<file path="src/rtl/pipe_pkg.sv">
// Shared pipeline definitions: stall-vector layout, stage-register control codes, bubble instruction.
package pipe_pkg;

  localparam int STALL_PC_BIT  = 7;
  localparam int STALL_IFID_HI = 6;
  localparam int STALL_IFID_LO = 5;

  localparam logic [31:0] NOP_INSTR = 32'h0000_0013;

  // Both 2'b10 and 2'b11 mean FLUSH; decode_ctrl folds 2'b11 onto ST_FLUSH.
  typedef enum logic [1:0] {
    ST_ADV   = 2'b00,
    ST_HOLD  = 2'b01,
    ST_FLUSH = 2'b10
  } stall_ctrl_e;

  function automatic stall_ctrl_e decode_ctrl(input logic [1:0] code);
    if (code[1])      return ST_FLUSH;
    else if (code[0]) return ST_HOLD;
    else              return ST_ADV;
  endfunction

endpackage

</file>
<file path="src/rtl/pipe_reg.sv">
// Generic pipeline register with advance / hold / flush control.
// A flush overwrites only the bits selected by BUBBLE_MASK.
module pipe_reg
  import pipe_pkg::*;
#(
  parameter int           W           = 32,
  parameter logic [W-1:0] RESET_VAL   = '0,
  parameter logic [W-1:0] BUBBLE_VAL  = '0,
  parameter logic [W-1:0] BUBBLE_MASK = '1
) (
  input  logic          clk,
  input  logic          rst,
  input  stall_ctrl_e   ctrl,
  input  logic [W-1:0]  d,
  output logic [W-1:0]  q
);

  always_ff @(posedge clk or posedge rst) begin
    if (rst) begin
      q <= RESET_VAL;
    end else begin
      case (ctrl)
        ST_ADV:  q <= d;
        ST_HOLD: q <= q;
        default: q <= (q & ~BUBBLE_MASK) | (BUBBLE_VAL & BUBBLE_MASK);
      endcase
    end
  end

endmodule

</file>
<file path="src/rtl/fetch_stage.sv">
// IF stage: next-PC selection, PC/valid registers, IF/ID register and fetch counter.
// IMEM is synchronous, so pc names the word arriving on imem_rdata this cycle.
module fetch_stage
  import pipe_pkg::*;
#(
  parameter int              XLEN      = 32,
  parameter logic [XLEN-1:0] RESET_PC  = '0,
  parameter logic [31:0]     NOP_INSTR = pipe_pkg::NOP_INSTR
) (
  input  logic            clk,
  input  logic            rst,
  input  logic [7:0]      stall,
  input  logic            EX_MEM_brsel,
  input  logic [XLEN-1:0] EX_MEM_brtgt,
  output logic [XLEN-1:0] imem_addr,
  input  logic [31:0]     imem_rdata,
  output logic [XLEN-1:0] if_id_pc,
  output logic [XLEN-1:0] if_id_pc4,
  output logic [31:0]     if_id_instr,
  output logic            if_id_valid,
  output logic [31:0]     fetch_count
);

  localparam int              IFID_W      = 2 * XLEN + 33;
  localparam logic [XLEN-1:0] RESET_PC4   = RESET_PC + XLEN'(4);
  localparam logic [IFID_W-1:0] IFID_RESET  = {RESET_PC, RESET_PC4, NOP_INSTR, 1'b0};
  localparam logic [IFID_W-1:0] IFID_BUBBLE = {{(2*XLEN){1'b0}}, NOP_INSTR, 1'b0};
  localparam logic [IFID_W-1:0] IFID_MASK   = {{(2*XLEN){1'b0}}, {33{1'b1}}};

  logic [XLEN-1:0]   pc;
  logic              pc_valid;
  logic [XLEN-1:0]   pc_next;
  logic [XLEN-1:0]   pc_plus4;
  stall_ctrl_e       ifid_ctrl;
  logic [IFID_W-1:0] ifid_d;
  logic [IFID_W-1:0] ifid_q;

  logic unused_inputs;
  assign unused_inputs = ^{stall[4:0], EX_MEM_brtgt[1:0]};

  assign pc_plus4 = pc + XLEN'(4);

  // Redirect beats everything; before the first genuine IMEM word the address is re-issued.
  always_comb begin
    pc_next = pc_plus4;
    if (EX_MEM_brsel)
      pc_next = {EX_MEM_brtgt[XLEN-1:2], 2'b00};
    else if (!pc_valid || stall[STALL_PC_BIT])
      pc_next = pc;
  end

  assign imem_addr = rst ? RESET_PC : pc_next;

  always_ff @(posedge clk or posedge rst) begin
    if (rst) begin
      pc       <= RESET_PC;
      pc_valid <= 1'b0;
    end else begin
      pc       <= pc_next;
      pc_valid <= 1'b1;
    end
  end

  always_comb begin
    ifid_ctrl = decode_ctrl(stall[STALL_IFID_HI:STALL_IFID_LO]);
    if (EX_MEM_brsel)
      ifid_ctrl = ST_FLUSH;
    else if (ifid_ctrl == ST_ADV && !pc_valid)
      ifid_ctrl = ST_FLUSH;
  end

  assign ifid_d = {pc, pc_plus4, imem_rdata, 1'b1};

  pipe_reg #(
    .W          (IFID_W),
    .RESET_VAL  (IFID_RESET),
    .BUBBLE_VAL (IFID_BUBBLE),
    .BUBBLE_MASK(IFID_MASK)
  ) u_if_id (
    .clk (clk),
    .rst (rst),
    .ctrl(ifid_ctrl),
    .d   (ifid_d),
    .q   (ifid_q)
  );

  assign {if_id_pc, if_id_pc4, if_id_instr, if_id_valid} = ifid_q;

  always_ff @(posedge clk or posedge rst) begin
    if (rst)
      fetch_count <= '0;
    else if (ifid_ctrl == ST_ADV)
      fetch_count <= fetch_count + 32'd1;
  end

endmodule

</file>
<file path="config.mk">
export PLATFORM = sky130hd
export DESIGN_NAME = fetch_stage
export DESIGN_NICKNAME = d
export VERILOG_FILES = /design/src/rtl/pipe_pkg.sv /design/src/rtl/pipe_reg.sv /design/src/rtl/fetch_stage.sv
export SDC_FILE = /design/constraint.sdc
export NUM_CORES = 1
export LEC_CHECK = 0
export BUFFER_PORTS_ARGS = -buffer_cell sky130_fd_sc_hd__buf_2
export CORE_UTILIZATION = 56
export CTS_CLUSTER_DIAMETER = 60
export CTS_CLUSTER_SIZE = 25
export DETAILED_ROUTE_END_ITERATION = 8
export PLACE_DENSITY_LB_ADDON = 0.1
export SETUP_SLACK_MARGIN = 0.1
export SLEW_MARGIN = 25
export SYNTH_ARGS = -nofsm -noshare
export SYNTH_HDL_FRONTEND = slang
export SYNTH_SLANG_ARGS = --single-unit
</file>
<file path="constraint.sdc">
create_clock -name clk -period 9.55 [get_ports clk]
set_input_delay 0 -clock clk [delete_from_list [all_inputs] [get_ports clk]]
set_output_delay 0 -clock clk [all_outputs]
set_load 0.05 [all_outputs]
</file>
==> results of run 1 <==
-- layout make-up --
cell class | count | area, sq um | share of cell area, %
clock buffer | 23 | 498.0 | 4.955
clock inverter | 9 | 103.9 | 1.033
inverter | 10 | 42.54 | 0.4233
multi-input combinational | 553 | 3352 | 33.35
sequential | 160 | 4009 | 39.89
tap | 176 | 220.2 | 2.191
timing repair buffer | 297 | 1826 | 18.16
-- synth_stat cells (3+ instances only) --
| cell type | n | area [sq um] |
|---|---|---|
| inv_1 | 10 | 37.54 |
| or4_1 | 11 | 82.58 |
| buf_2 | 11 | 55.05 |
| nor3_1 | 24 | 120.1 |
| and4_1 | 10 | 87.58 |
| nor2b_1 | 9 | 56.30 |
| nand3_1 | 19 | 95.09 |
| clkbuf_1 | 42 | 157.7 |
| nand2_1 | 143 | 536.8 |
| a22o_1 | 29 | 254.0 |
| a31oi_1 | 14 | 87.58 |
| dfstp_2 | 4 | 105.1 |
| and2_1 | 6 | 37.54 |
| and3_1 | 10 | 62.56 |
| o22a_1 | 3 | 26.28 |
| a311oi_1 | 7 | 61.31 |
| o31ai_1 | 6 | 45.04 |
| nor2_1 | 46 | 172.7 |
| mux2i_1 | 5 | 50.05 |
| o21ai_0 | 30 | 150.1 |
| or3_1 | 10 | 62.56 |
| buf_4 | 6 | 45.04 |
| dfrtp_1 | 156 | 3904 |
| nand4_1 | 21 | 131.4 |
| a22oi_1 | 5 | 37.54 |
| a211oi_1 | 13 | 97.59 |
| nor4b_1 | 4 | 35.03 |
| nor4_1 | 22 | 137.6 |
| a21oi_1 | 18 | 90.09 |
| xnor2_1 | 45 | 394.1 |
| xor2_1 | 14 | 122.6 |
-- through the flow --
step                      worst slack [ns]  cells  hold WS, ns
after global placement               6.738   1131       0.2222
after detailed placement             6.762   1131       0.2264
after global routing                 5.962   1228       0.1111
final                                6.159   1228      0.02529
after CTS                            6.238   1228      0.03751
after floorplan                      4.635    784       0.1401
-- layer usage --
| layer | GRT usage [%] | vias to the layer above | wire length [microns] |
|---|---|---|---|
| met4 | 15.27 | 0 | 669 |
| met2 | 47.84 | 263 | 10190 |
| met3 | 7.529 | 57 | 1418 |
| met1 | 41.47 | 3414 | 9218 |
| met5 | 0 | - | 0 |
| li1 | - | 3296 | - |
-- timing repair --
item | CTS | global route
setup buffers | 0 | 0
endpoints found under the hold margin | 62 | 0
hold buffers | 65 | 0
-- power breakdown --
part,total [uW],leakage [uW],internal (uW),switching [uW]
clock,685,0.000295,419,267
sequential,830,0.00201,757,72.6
combinational,568,0.00257,142,426
-- worst max-delay path, cell delays in order (launching register included) --
cell and delay, ns:
dfrtp_1 0.45, ha_1 0.28, nand3_1 0.48, nor4_1 0.75, a311oi_1 0.24, nor4_1 0.41, buf_2 0.34
-- logic make-up (layout without fill, tap and decap cells) --
group / Yosys count / in the layout / share of synthesized area (%)
AOI/OAI and AO/OA: 134 / 134 / 12.16
xor gates and xnor gates: 59 / 59 / 6.766
adders and majority gates: 2 / 2 / 0.3276
and+or+nand+nor: 352 / 352 / 23.59
other: 1 / 1 / 0.04910
muxes: 5 / 5 / 0.6553
DFF: 160 / 160 / 52.49
buffers and inverters: 71 / 339 / 3.965
-- path summary, 6_finish.rpt --
path | start | end | cells past startpoint
worst max-delay path | pc[2] | imem_addr[28] | 6
min in group clk | stall[7] | pc[4] | 4
worst max register to register | pc[2] | u_if_id.q[61] | 5
worst min-delay path | rst | u_if_id.q[80] | 2
worst min register to register | u_if_id.q[89] | u_if_id.q[89] | 2
max in group asynchronous | rst | u_if_id.q[74] | 3
-- sequential cells by signal (all words and copies together) (netlist names) --
signal and count:
u_if_id.q 95, pc_valid 1, fetch_count 32, pc 32
-- layout by cell type (no fill, tap or decap), types with 11 or more instances in the layout --
master / Yosys / routed
nand2_1: 143 / 143
a31oi_1: 14 / 14
clkbuf_16: 0 / 17
o21ai_0: 30 / 30
xor2_1: 14 / 14
a22o_1: 29 / 29
nand4_1: 21 / 21
nand3_1: 19 / 19
nor3_1: 24 / 24
xnor2_1: 45 / 45
or4_1: 11 / 11
nor4_1: 22 / 21
buf_2: 11 / 228
dfrtp_1: 156 / 156
nor2_1: 46 / 46
dlygate4sd3_1: 0 / 65
a211oi_1: 13 / 13
a21oi_1: 18 / 18
==> results by stage, run 1 <==
Critical path:
- The critical setup path kind is reg -> out.
- In this run the worst path has a maximum fanout of 15.
- In this run the register-to-register setup slack is 6.80 ns.
- The kind of capture point of the worst setup path is an output pin.
- STA classifies the critical path startpoint as a flip-flop.
- The data required time at the worst endpoint is 9.55 ns.
- Data arrives at the worst endpoint at 3.39 ns.

Outcome:
- The run finished with clean final reports.

Power:
- The post-route total power is 2083 uW.
- The ratio of total power to cell area is 207.2 mW/mm^2.
- The worst vdd rail ir drop is 0.0001308 V.
- Summed over all cells, the static leakage comes to 0.004873 uW.

Finish:
- The antenna diode count is 0.
- At the end of the flow, the number of nets in the layout was 1116.
- The final design utilization is 75.60%.
- After routing the design area is 0.01005 sq mm.
- After filler insertion, the fill cell instance count of the layout stands at 977.
- The ratio of cells with drive above 1 in the final layout is 26.71%.
- The area growth from synthesis to final layout is 31.60%.

Timing:
- At the pin with the least slew margin, the transition time is 0.8947 ns.
- The final number of max-transition violations is 0.
- Measured against its own limit, the worst slew margin works out to 39.81%.
- The count of final setup violators is 0.
- Setup repair after global routing left no endpoint under its margin.
- The number of hold-slack violations in the final timing report came to 0.
- The maximum achievable frequency is 294.9 MHz.
- The worst path uses 35.51% of the clock period.
- The minimum period implied by the final worst setup slack is 3.391 ns.
- After routing, the total negative slack on setup checks comes to 0 ns.
- The setup skew after layout is 0.01023 ns.

Drt:
- For this block, the routed nets add up to 21500 microns of wire.
- Dividing the detail-routed via count by the number of cells gives 5.725.
- For this run, design rule violations remaining after detail routing come to 0.
- Before antenna repair, the detailed router went through 5 iterations.
- In the final routed layout, each cell accounts on average for 17.51 microns.
- In this run the remaining antenna-violating nets after routing total 0.
- Summing over every cut layer, the via total after detailed routing is 7030.
- The number of DRC markers after the initial detailed-route iteration is 562.

Placement:
- Routability-driven placement finished with a final weighted congestion of 0.8571.
- The placed instances occupy a cell area of 0.008793 sq mm.
- The count of buffers from port buffering is 228.
- Detailed placement ended at an HPWL of 13430 microns.

Floorplan:
- The die is 118.8 microns tall.
- The number of placement rows is 42.
- The floorplan step defined a core boundary enclosing 0.01330 sq mm.
- The area enclosed by the die boundary is 0.01411 sq mm.
- 236 I/O pins were placed.
- The die is 118.8 microns wide.
- For this configuration, the core starts out at a cell density of 57.44%.

Synth:
- The synthesized design contains 0 enable-type register cells.
- The number of distinct library cell variants in the gate-level netlist after synthesis is 55.
- Synthesis produced a netlist whose cell count is 784.
- Yosys printed 0 warnings.
- The flip-flop and latch count after synthesis is 160.
- After synthesis, flip-flops and latches occupy 52.49% of the total area.
- The number of nets handed over by synthesis was 861.
- The post-synthesis area per instance is 9.741 sq um.
- The fraction of registers with async set or reset after synthesis is 100.0%.
- The primary flip-flop cell chosen by synthesis mapping is dfrtp_1.
- The synthesized area is 0.007637 sq mm.

Global routing:
- The initial antenna violation count is 0.
- After global routing the overflow that remains totals 0.
- The total track usage is 31.15%.
- The first global-routing pass estimated 34020 microns of wire.
- The number of global-route vias before repair is 6708.
- Entering global routing, the biggest net connects 91 pins.

Min path:
- The worst min-delay path class is in -> async.

CTS:
- The largest buffer count on any clock path is 2.
- The cell sitting at the root of the clock tree is a clkbuf_16.
- The number of gates resized after CTS was 0.
- For this design, the sink count on the clock tree is 160.
- In this run, CTS created clock tree buffers numbering 17.
- TritonCTS built the clock tree.
- The H-tree depth is 4.
- Clock-pin slew was measured on the worst setup and hold paths at 0.06 ns.
- The clock reaches the later pin of the worst-skew pair after 0.43 ns.

Job:
- The number of max-cap violations is 0.
Power figures use the tool's default switching activity.
==> run 2: changes to the inputs <==
Settings changed: ABC_AREA set to 1, CORE_UTILIZATION 56 to 47.
Clock period 9.55 ns to 2.9 ns, I/O delays scaled along.
==> results by stage, run 2 <==
CTS:
- The number of buffers inserted during clock tree synthesis came to 17 (unchanged).
- The clock latency of the later-clocked register in the worst-skew pair is 0.43 ns (about the same).
- The number of gates resized after CTS is 0 (unchanged).
- The H-tree depth is 4 (unchanged).
- The buffer cell driving the clock tree root is clkbuf_16 (unchanged).
- The total of hold buffers inserted after clock tree synthesis is 63 (was 65).
- The post-CTS setup buffer count is 0 (unchanged).
- The clock transition at the registers of the reported paths is 0.06 ns (about the same).
- The TritonCTS clock tree is done (unchanged).
- The largest buffer count on any clock path is 2 (unchanged).
- The count of clock tree sinks is 160 (unchanged).

Drt:
- The number of DRC markers after the initial detailed-route iteration was 388 (was 562).
- The average wire per standard cell was 14.67 microns (was 17.51 microns).
- The ratio of routed vias to standard cells was 4.965 (was 5.725).
- The final antenna-violating net count is 0 (unchanged).
- The detailed-route wire length was 21800 microns (was 21500 microns).
- The number of optimization iterations in the first detailed-route pass is 7 (was 5).
- The number of remaining DRC errors is 0 (unchanged).
- The via count is 7378 (was 7030).

Global routing:
- The pin count of the biggest net entering global routing is 70 (was 91).
- The wire length of the first global-routing pass is 35420 microns (was 34020 microns).
- The initial antenna violation count is 0 (unchanged).
- The leftover overflow at the end of global routing is 0 (unchanged).
- The total track usage was 25.97% (was 31.15%).
- The number of global-route vias before repair is 6890 (was 6708).

Critical path:
- The number of buffers and inverters on the critical path is 1 (unchanged).
- The dominant delay contributor by cell family on the critical path was simple AND/OR/NAND/NOR gates (unchanged).
- The kind of capture point of the worst setup path is an output pin (unchanged).
- The critical setup path kind is reg -> out (unchanged).
- The highest net fanout along the worst path is 6 (was 15).
- The arrival time at the worst endpoint was 2.36 ns (was 3.39 ns).
- Chain of cells forming the critical path: ha_1 -> nand2_1 -> nor2_4 -> nand2_2 -> nor2_2 -> nand2_1 -> nand3_1 -> nand2_1 -> a21oi_1 -> buf_2 (was ha_1 -> nand3_1 -> nor4_1 -> a311oi_1 -> nor4_1 -> buf_2).
- The standard cell with the maximum stage delay on the critical path is dfrtp_1 (was nor4_1).
- The kind of launch point of the worst setup path was a flip-flop (unchanged).
- The highest cell delay on the worst timing path is 0.37 ns (was 0.75 ns).
- The most prevalent standard cell on the critical path is nand2_1 (was nor4_1).
- The data required time at the worst endpoint is 2.90 ns (was 9.55 ns).

Power:
- The ratio of total power to cell area is 668.9 mW/mm^2 (was 207.2 mW/mm^2).
- The cell leakage power is 0.005448 uW (was 0.004873 uW).
- The worst vdd rail ir drop is 0.0004381 V (was 0.0001308 V).

Timing:
- The final number of max-transition violations is 0 (unchanged).
- The count of final setup violators is 0 (unchanged).
- The worst path needs 2.361 ns of the cycle, external delays included.
- The maximum achievable frequency is 423.5 MHz.
- RSZ-0062 raised after global routing: no (unchanged).
- The normalized max-slew margin is 42.72% (was 39.81%).
- The slew at the pin closest to its max-slew limit is 0.8592 ns (was 0.8947 ns).
- The setup skew after layout is 0.009203 ns (was 0.01023 ns).
- The worst path uses 81.43% of the clock period.
- The number of hold-slack violations in the final timing report is 0 (unchanged).

Synth:
- The Yosys warning count is 0 (unchanged).
- The number of standard cells after synthesis is 974 (was 784).
- The primary flip-flop cell chosen by synthesis mapping is dfrtp_1 (unchanged).
- The area share of the largest cell type after synthesis is 49.45% (was 51.11%).
- The flip-flop and latch count after synthesis was 160 (unchanged).
- The sequential cell area fraction in the yosys report was 50.78% (was 52.49%).
- Leading cell types by count after synthesis: nand2_1 (305), dfrtp_1 (156), nor2_1 (92), inv_1 (83), nand3_1 (59) (was dfrtp_1 (156), nand2_1 (143), nor2_1 (46), xnor2_1 (45), clkbuf_1 (42)).
- Top post-synthesis cells by area: dfrtp_1 (49%), nand2_1 (15%), nor2_1 (4.4%) (was dfrtp_1 (51%), nand2_1 (7.0%), xnor2_1 (5.2%)).
- The post-synthesis net count was 1051 (was 861).
- The fraction of registers with async set or reset after synthesis is 100.0% (unchanged).
- The synthesized area was 0.007894 sq mm (was 0.007637 sq mm).
- The number of distinct library cell variants in the gate-level netlist after synthesis is 33 (was 55).
- The most used standard cell by instance count after synthesis was nand2_1 (was dfrtp_1).
- The post-synthesis area per instance is 8.105 sq um (was 9.741 sq um).
- The number of synthesized flops with an enable pin is 0 (unchanged).
- The cell accounting for the most synthesized area is dfrtp_1 (unchanged).

Placement:
- The last weighted congestion value of the routability-driven placer is 0.8972 (was 0.8571).
- The cell count after placement is 1391 (was 1131).
- The half-perimeter wire length of the detailed placement result is 15300 microns (was 13430 microns).
- The count of buffers from port buffering is 228 (unchanged).

Finish:
- Largest registers: u_if_id.q (95), fetch_count (32), pc (32) (unchanged).
- The number of flip-flops in the largest register is 95 (unchanged).
- The ratio of cells with drive above 1 in the final layout came to 25.59% (was 26.71%).
- The commonest non-fill, non-tap cell in the layout is nand2_1 (was buf_2).
- The number of cells in the finished layout apart from fillers is 1486 (was 1228).
- The net count of the finished layout is 1330 (was 1116).
- The final design utilization is 63.48% (was 75.60%).
- Most frequent cells in the layout: nand2_1 (305), buf_2 (228), dfrtp_1 (156) (was buf_2 (228), dfrtp_1 (156), nand2_1 (143)).
- The top register by number of flip-flops is u_if_id.q (unchanged).
- The area growth from synthesis to final layout is 32.41% (was 31.60%).
- The antenna diode count was 0 (unchanged).

Floorplan:
- The die extent in x is 131.6 microns (was 118.8 microns).
- The vertical extent of the die is 131.6 microns (was 118.8 microns).
- The number of placement rows is 47 (was 42).
- The number of top-level pins came to 236 (unchanged).
- The area enclosed by the die boundary was 0.01732 sq mm (was 0.01411 sq mm).
- The total core area is 0.01647 sq mm (was 0.01330 sq mm).
- The effective utilization at floorplan is 47.94% (was 57.44%).

Outcome:
- Run status: finished, final reports clean (unchanged).

Job:
- The number of max-cap violations is 0 (unchanged).

Min path:
- The worst min-delay path class is in -> async (unchanged).
## run 2: cell types whose count changed after synthesis, sizes merged, moves of 29 or more
cell / before / now
nor2: 46 / 108
nand3: 20 / 59
a22o: 29 / 0
nand2: 143 / 315
xnor2: 45 / 8
inv: 10 / 85
a32o: 0 / 29
## run 2: worst min-delay path: cells and delay by family
family	cells	cell delay (ns)
buffers and inverters	3	0.90
## run 2: area by class of cell
| class | instances | area, sq um |
|---|---|---|
| fillers | 1460 | 6013 |
| repair buffers | 303 | 1874 |
| inverters | 85 | 322.8 |
| well taps | 220 | 275.3 |
| multi-input cells | 686 | 3363 |
| clock buffers | 17 | 425.4 |
| clock inverters | 15 | 182.7 |
| flip-flops and latches | 160 | 4009 |
## run 2: layer usage
| layer | track usage (%) | vias up | part of all wire [%] |
|---|---|---|---|
| met2 | 40.27 | 265 | 46 |
| li1 | - | 3705 | - |
| met5 | 0 | - | 0 |
| met4 | 8.075 | 0 | 1.7 |
| met3 | 5.131 | 23 | 5.7 |
| met1 | 36.64 | 3385 | 47 |
## run 2: final timing paths
kind,startpoint,to,slack (ns),cells after the start
worst max-delay path,pc[3],imem_addr[16],0.54,10
worst min-delay path,rst,pc[4],0.1,3
worst max register to register,pc_valid,fetch_count[20],1.04,8
worst min register to register,pc[2],u_if_id.q[35],0.46,1
max in group asynchronous,rst,u_if_id.q[2],1.43,5
min in group clk,stall[5],u_if_id.q[0],0.12,3
## run 2: report_power, final
| part | switching, uW | internal (uW) |
|---|---|---|
| Sequential | 195 | 2500 |
| Clock | 945 | 1370 |
| Combinational | 1500 | 480 |
## run 2: cells by family after synthesis
| group | Yosys count | share of synthesized area, % |
|---|---|---|
| AND/OR/NAND/NOR | 520 | 28.40 |
| flip-flops | 160 | 50.78 |
| other | 1 | 0.04751 |
| buffers and inverters | 128 | 6.768 |
| AO/OA/AOI/OAI | 136 | 10.68 |
| XOR/XNOR | 27 | 2.996 |
| adder cells (fa/ha/maj) | 2 | 0.3170 |
## run 2: metrics by stage
stage | worst slack (ns) | power, uW | cell area (sq um) | hold slack [ns] | TNS (ns)
floorplan | -0.1718 | 4149 | 7903 | 0.1294 | -0.6870
global placement | 0.9784 | 4641 | 9214 | 0.002997 | 0
detailed placement | 0.9693 | 4657 | 9214 | 0.001951 | 0
CTS | 0.5665 | 7051 | 10450 | 0.08815 | 0
global route | 0.3662 | 7301 | 10450 | 0.1080 | 0
finish | 0.5387 | 6992 | 10450 | 0.09749 | 0
